### src/rtl/ram_arb_pkg.sv
// Shared definitions for the RAM port-A arbiter: default widths, read-owner
// encoding and the read-tracking pipeline entry.
package ram_arb_pkg;

   localparam int RAM_ADDR_W = 14;
   localparam int RAM_DATA_W = 8;

   typedef enum logic {
      OWN_Z80 = 1'b0,
      OWN_ESP = 1'b1
   } owner_e;

   typedef struct packed {
      logic   valid;
      owner_e owner;
   } trk_entry_t;

endpackage

### src/rtl/ram_rd_track.sv
// Follows each accepted access through the RAM's two-stage read pipeline.
// It produces the output-register enable, the per-requester return strobes and busy.
module ram_rd_track
   import ram_arb_pkg::*;
(
   input  logic   clk,
   input  logic   rst_n,
   input  logic   i_push_rd,
   input  owner_e i_push_owner,
   input  logic   i_cea,
   output logic   o_ocea,
   output logic   o_rvalid0,
   output logic   o_rvalid1,
   output logic   o_busy
);

   // Stage 0 is the cea cycle, stage 1 the ocea cycle, stage 2 the return cycle.
   trk_entry_t [2:0] r_stage;

   // NOTE: sequential state uses non-blocking assignments so every stage
   // shifts from the pre-edge value of its neighbour.
   always_ff @(posedge clk or negedge rst_n) begin
      if (!rst_n) begin
         r_stage <= '0;
      end else begin
         r_stage[0] <= '{valid: i_push_rd, owner: i_push_owner};
         r_stage[1] <= r_stage[0];
         r_stage[2] <= r_stage[1];
      end
   end

   assign o_ocea    = r_stage[1].valid;
   assign o_rvalid0 = r_stage[2].valid && (r_stage[2].owner == OWN_Z80);
   assign o_rvalid1 = r_stage[2].valid && (r_stage[2].owner == OWN_ESP);
   // Writes never enter the tracker, so their single busy cycle comes from cea.
   assign o_busy    = i_cea || r_stage[1].valid || r_stage[2].valid;

endmodule

### src/rtl/ram_port_arbiter.sv
// Shares RAM port A between the Z80 requester (priority) and the ESP loader,
// with a starvation guard, registered RAM controls and owner-routed read returns.
module ram_port_arbiter
   import ram_arb_pkg::*;
#(
   parameter int ADDR_W     = RAM_ADDR_W,
   parameter int DATA_W     = RAM_DATA_W,
   parameter int STARVE_MAX = 4
) (
   input  logic              clk,
   input  logic              rst_n,
   input  logic              req0_valid,
   input  logic              req0_we,
   input  logic [ADDR_W-1:0] req0_addr,
   input  logic [DATA_W-1:0] req0_wdata,
   output logic              req0_ready,
   output logic              req0_rvalid,
   output logic [DATA_W-1:0] req0_rdata,
   input  logic              req1_valid,
   input  logic              req1_we,
   input  logic [ADDR_W-1:0] req1_addr,
   input  logic [DATA_W-1:0] req1_wdata,
   output logic              req1_ready,
   output logic              req1_rvalid,
   output logic [DATA_W-1:0] req1_rdata,
   output logic              ram_cea,
   output logic              ram_ocea,
   output logic              ram_wrea,
   output logic [ADDR_W-1:0] ram_ada,
   output logic [DATA_W-1:0] ram_dina,
   input  logic [DATA_W-1:0] ram_douta,
   output logic              busy
);

   localparam int                CNT_W      = $clog2(STARVE_MAX + 1);
   localparam logic [CNT_W-1:0]  STARVE_LIM = CNT_W'(STARVE_MAX);

   logic [CNT_W-1:0]  r_starve_cnt;
   logic              w_gnt0;
   logic              w_gnt1;
   logic              w_acc;
   logic              w_we;
   logic [ADDR_W-1:0] w_addr;
   logic [DATA_W-1:0] w_wdata;
   owner_e            w_owner;
   logic              w_rvalid0;
   logic              w_rvalid1;
   logic [DATA_W-1:0] r_rdata0;
   logic [DATA_W-1:0] r_rdata1;

   // ESP wins when it has waited out STARVE_MAX Z80 grants or the Z80 is idle.
   assign w_gnt1  = req1_valid && ((r_starve_cnt == STARVE_LIM) || !req0_valid);
   assign w_gnt0  = req0_valid && !w_gnt1;
   assign w_acc   = w_gnt0 || w_gnt1;
   assign w_we    = w_gnt1 ? req1_we    : req0_we;
   assign w_addr  = w_gnt1 ? req1_addr  : req0_addr;
   assign w_wdata = w_gnt1 ? req1_wdata : req0_wdata;
   assign w_owner = w_gnt1 ? OWN_ESP    : OWN_Z80;

   // Grants are combinational, so they are masked to keep ready low during reset.
   assign req0_ready = w_gnt0 && rst_n;
   assign req1_ready = w_gnt1 && rst_n;

   always_ff @(posedge clk or negedge rst_n) begin
      if (!rst_n) begin
         r_starve_cnt <= '0;
      end else if (!req1_valid || w_gnt1) begin
         r_starve_cnt <= '0;
      end else if (w_gnt0 && (r_starve_cnt != STARVE_LIM)) begin
         r_starve_cnt <= r_starve_cnt + 1'b1;
      end
   end

   always_ff @(posedge clk or negedge rst_n) begin
      if (!rst_n) begin
         ram_cea  <= 1'b0;
         ram_wrea <= 1'b0;
         ram_ada  <= '0;
         ram_dina <= '0;
      end else begin
         ram_cea  <= w_acc;
         ram_wrea <= w_acc && w_we;
         if (w_acc) begin
            ram_ada  <= w_addr;
            ram_dina <= w_wdata;
         end
      end
   end

   ram_rd_track u_rd_track (
      .clk          (clk),
      .rst_n        (rst_n),
      .i_push_rd    (w_acc && !w_we),
      .i_push_owner (w_owner),
      .i_cea        (ram_cea),
      .o_ocea       (ram_ocea),
      .o_rvalid0    (w_rvalid0),
      .o_rvalid1    (w_rvalid1),
      .o_busy       (busy)
   );

   // Return data comes straight from the RAM register; the hold copy keeps
   // the non-owner's rdata stable between its own returns.
   always_ff @(posedge clk or negedge rst_n) begin
      if (!rst_n) begin
         r_rdata0 <= '0;
         r_rdata1 <= '0;
      end else begin
         if (w_rvalid0) r_rdata0 <= ram_douta;
         if (w_rvalid1) r_rdata1 <= ram_douta;
      end
   end

   assign req0_rvalid = w_rvalid0;
   assign req1_rvalid = w_rvalid1;
   assign req0_rdata  = w_rvalid0 ? ram_douta : r_rdata0;
   assign req1_rdata  = w_rvalid1 ? ram_douta : r_rdata1;

endmodule

### config.mk
export PLATFORM = sky130hd
export DESIGN_NAME = ram_port_arbiter
export DESIGN_NICKNAME = d
export VERILOG_FILES = /design/src/rtl/ram_arb_pkg.sv /design/src/rtl/ram_rd_track.sv /design/src/rtl/ram_port_arbiter.sv
export SDC_FILE = /design/constraint.sdc
export NUM_CORES = 1
export LEC_CHECK = 0
export CORE_MARGIN = 2
export CORE_UTILIZATION = 25
export CTS_CLUSTER_DIAMETER = 200
export DETAILED_ROUTE_END_ITERATION = 8
export SLEW_MARGIN = 20
export SYNTH_ARGS = -nofsm -noshare
export SYNTH_HDL_FRONTEND = slang
export SYNTH_SLANG_ARGS = --single-unit
### constraint.sdc
create_clock -name clk -period 2.8 [get_ports clk]
set_input_delay 0.7 -clock clk [delete_from_list [all_inputs] [get_ports clk]]
set_output_delay 0.7 -clock clk [all_outputs]
set_load 0.01 [all_outputs]
# Word level (Yosys, flattened, before mapping)
# Cells that the tools add are included.
# word_totals
regBits	49
latch_bits	0
mem_bits_rw	0
mem_bits_ro	0
inputBits	58
word_cells	44
n_memories	0
# op_classes
n_addsub	1
mul	0
div_mod_pow	0
order_cmp	0
n_eq_ne	2
shifts	0
muxes	8
n_bitwise	1
n_reduce_logical	19
# ops
operator	count
8-bit 2-to-1 mux	3
14-bit 2-to-1 mux	1
1-bit logical AND	9
3-bit 2-to-1 mux	2
1-bit logical OR	5
1-bit zero test	4
3-bit by 1-bit adder with 3-bit output (second input constant)	1
3-bit equality test (second input constant)	1
3-bit inequality test (second input constant)	1
1-bit 2-to-1 mux	2
2-bit nonzero test	1
1-bit inverter	1

# Logic depth before layout (Yosys ltp)
# depth
word_depth	8
mapped_depth	6
depth_no_buf	5

# Hierarchy
# From an unflattened synthesis, not the netlist that was laid out.
# hier_totals
cells_unflattened	143
area_unflattened_um2	2035.7
# modules_own_cells
mod	n_inst	cells_each	area_per_inst_um2
ram_port_arbiter	1	134	1866.8
ram_rd_track	1	9	168.9

# Least setup slack after synthesis
# No wires, ideal clock.
# synth_timing
kind	flip-flop to output port
from	register r_starve_cnt[0]
to	output req1_ready
arrival_ps	1328
required_ps	2100
slack_ps	772
stages_incl_launch_ff	7
cell_sequence	dfrtp_1 -> inv_1 -> ha_1 -> nand2_2 -> a21boi_4 -> buf_6 -> and2_1
# synth_between
elab_chain_len	4
# synth_lines
item	line_no	source
start: declaration	ram_port_arbiter.sv:38	logic [CNT_W-1:0] r_starve_cnt;
start signal: assignment	ram_port_arbiter.sv:70	r_starve_cnt <= r_starve_cnt + 1'b1;
3-bit equality test	ram_port_arbiter.sv:52	assign w_gnt1 = req1_valid && ((r_starve_cnt == STARVE_LIM) || !req0_valid);
1-bit logical OR	ram_port_arbiter.sv:52	
1-bit logical AND	ram_port_arbiter.sv:52	
1-bit logical AND	ram_port_arbiter.sv:62	assign req1_ready = w_gnt1 && rst_n;
end: declaration	ram_port_arbiter.sv:23	output logic req1_ready,
# No other way between the ends.

# Worst setup path in the final report
# layout_timing
from	input req0_valid
to	output req0_ready
# layout_between
elab_chain_len	6
# layout_lines
item	line_no	source
start: declaration	ram_port_arbiter.sv:12	input logic req0_valid,
1-bit zero test	ram_port_arbiter.sv:52	
1-bit logical OR	ram_port_arbiter.sv:52	
1-bit logical AND	ram_port_arbiter.sv:52	
1-bit zero test	ram_port_arbiter.sv:53	assign w_gnt0 = req0_valid && !w_gnt1;
1-bit logical AND (*)	ram_port_arbiter.sv:53	
1-bit logical AND (*)	ram_port_arbiter.sv:61	assign req0_ready = w_gnt0 && rst_n;
end: declaration	ram_port_arbiter.sv:16	output logic req0_ready,
# Mark *: on every way between the ends. The rest lies on a longest branch, timed or not.

==> flow_summary.json <==
{
  "ys_seq_area_share_pct": 60.3,
  "wl_um": 5190,
  "place_hpwl_um": 3790,
  "final_nets": 313,
  "clk_pin_slew_worst_paths_ps": 90,
  "total_power_mw": 1.89,
  "wl_per_cell_um": 14.6,
  "io_pins": 104,
  "synth_cells": 143,
  "initial_core_util_pct": 26.1,
  "ys_async_sr_fraction_pct": 100,
  "fmaxAchievable_mhz": 376,
  "clk-insertion-delay-late_ps": 300,
  "slew_headroom_pct": 58.3,
  "power.density_mw_per_mm2": 572,
  "fin_util_pct": 42.4,
  "cts_buffers": 5,
  "crit_path_start_kind": "primary input",
  "grt_antenna_before_repair": 1,
  "cpMostUsedCell": "clkdlybuf4s50_1",
  "antenna_left": 0,
  "fp.dieW_um": 94.2,
  "grt_pass1_vias": 1622,
  "p_leak_nw": 1.39,
  "postCtsResizedCells": 0,
  "tns_ps": 0,
  "crit_type": "in -> out",
  "place_congestion": 0.702,
  "crit_required_ps": 2100,
  "cpPeakStageDelay_ps": 540,
  "holdCritStartpoint": "u_rd_track.r_stage[1]$_DFF_PN0_",
  "n_fill_cell": 750,
  "rsz0062_at_grt": "false",
  "drt_iter0_drc": 31,
  "ys_warn_count": 0,
  "drv_cap": 0,
  "post_cts_buffers": 0,
  "setup_viol": 0,
  "worst_pin_slew_ps": 625,
  "ys_types": 24,
  "vias_per_cell": 4.39,
  "dieArea_mm2": 0.00888,
  "firstDrtPassIters": 4,
  "grt_max_degree": 50,
  "irDropWorstVdd_uv": 204,
  "ctsHoldBuffers": 0,
  "ys.flop_type": "dfrtp_1",
  "arrival_ps": 1960,
  "syn_avg_cell_area_um2": 14.2,
  "hold_class": "reg -> reg",
  "via_count": 1564,
  "fin_crit_ps": 2660,
  "die_h_um": 94.2,
  "syn_area_mm2": 0.00203,
  "area_growth_pct": 62.7,
  "syn_nets": 203,
  "diodes": 0,
  "coreArea_mm2": 0.00781,
  "port_buffers": 103,
  "timing.rr.start": "r_starve_cnt[0]$_DFFE_PN0P_",
  "cp-end-kind": "primary output",
  "clockBufferDepth": 2,
  "mostFrequentLayoutCell": "clkdlybuf4s50_1",
  "gr-total-overflow": 0,
  "outcome": "completed",
  "root_buffer": "clkbuf_8",
  "rows": 32,
  "critPathMaxFanout": 3,
  "synth_edf_count": 0,
  "crit_chain": "clkdlybuf4s50_1 > a21boi_4 > nor2_1 > clkdlybuf4s50_1",
  "post-route-drc-count": 0,
  "final_cell_mix": "clkdlybuf4s50_1 (101), dfrtp_1 (49), a221o_1 (22)",
  "drv_slew": 0,
  "cts_tree": "built",
  "crit_start": "req0_valid",
  "hold_viol": 0,
  "synth-seq-cells": 49,
  "cts_htree_levels": 2,
  "clock_skew_ps": 3.31,
  "drive_gt1_share_pct": 16.5,
  "track_usage_pct": 12.1,
  "clock-sinks": 49,
  "grt_pass1_wl_um": 8200,
  "period_share_pct": 95.0,
  "slowest_stage": "clkdlybuf4s50_1"
}
cell usage after synthesis (2+ instances only):
| library cell | number | area share (%) |
|---|---|---|
| dfrtp_1 | 49 | 60 |
| a221o_1 | 22 | 11 |
| and2_0 | 18 | 5.5 |
| mux2_2 | 16 | 8.9 |
| buf_6 | 6 | 3.3 |
| inv_1 | 6 | 1.1 |
| and2_2 | 4 | 1.5 |
| nor2_1 | 3 | 0.55 |
| ha_1 | 2 | 1.2 |
| mux2i_1 | 2 | 0.98 |
| nand2_1 | 2 | 0.37 |
layout make-up:
type                    count  area [um^2]  share of cell area (%)
clock buffers               5         68.8                    2.08
clock inverters             3         68.8                    2.08
inverters                   6         22.5                   0.680
multi-input cells          81          716                    21.6
flip-flops and latches     49         1230                    37.0
well taps                 102          128                    3.85
repair buffers            110         1080                    32.7
sequential cells by signal, indices dropped and copies added (netlist names):
signal and count:
ram_dina 8, r_rdata1 8, ram_cea 1, r_starve_cnt 3, u_rd_track.r_stage 5, ram_wrea 1, r_rdata0 8, ram_ada 14
u_rd_track.o_ocea 1
cells by family after synthesis:
family	synth area share [%]
flops	60.3
fa+ha+maj	1.23
simple gates	10.8
mux	9.84
compound gates	13.2
buf+inv	4.67
worst max-delay path: cells and delay by family:
kind	cells	cell delay (ps)
buffers and inverters	2	1080
AND/OR/NAND/NOR	1	110
AO/OA/AOI/OAI	1	70
final timing paths:
| path | to | slack [ps] | cells past startpoint |
|---|---|---|---|
| setup / recovery | req0_ready | 140 | 4 |
| hold / removal | u_rd_track.o_ocea$_DFF_PN0_ | 350 | 0 |
| setup reg to reg | u_rd_track.r_stage[1]$_DFF_PN0_ | 1230 | 6 |
| hold reg to reg | u_rd_track.o_ocea$_DFF_PN0_ | 350 | 0 |
| max in group asynchronous | r_rdata1[5]$_DFF_PN0_ | 1810 | 2 |
| min in group asynchronous | ram_ada[6]$_DFFE_PN0P_ | 550 | 2 |
per-stage QoR:
stage	setup WS (ps)	hold WS [ps]	area [um^2]	std cells
2_1_floorplan	772	331	2030	143
3_3_place_gp	84.3	332	3170	348
3_5_place_dp	74.3	336	3170	348
4_1_cts	62.0	357	3310	356
5_1_grt	53.9	368	3310	356
6_report	140	353	3310	356
where the power goes:
group / leakage [nW] / switching (mW) / internal (mW)
registers: 0.592 / 0.0297 / 0.793
logic: 0.726 / 0.176 / 0.295
clock network: 0.0687 / 0.239 / 0.359
layer usage:
metal	vias to the layer above	track usage (%)	wire, um
met4	2	3.86	89
met5	-	0	13
met1	750	15.0	2320
met3	10	4.17	370
met2	66	19.6	2400
li1	736	-	-
Power figures use the tool's default switching activity.
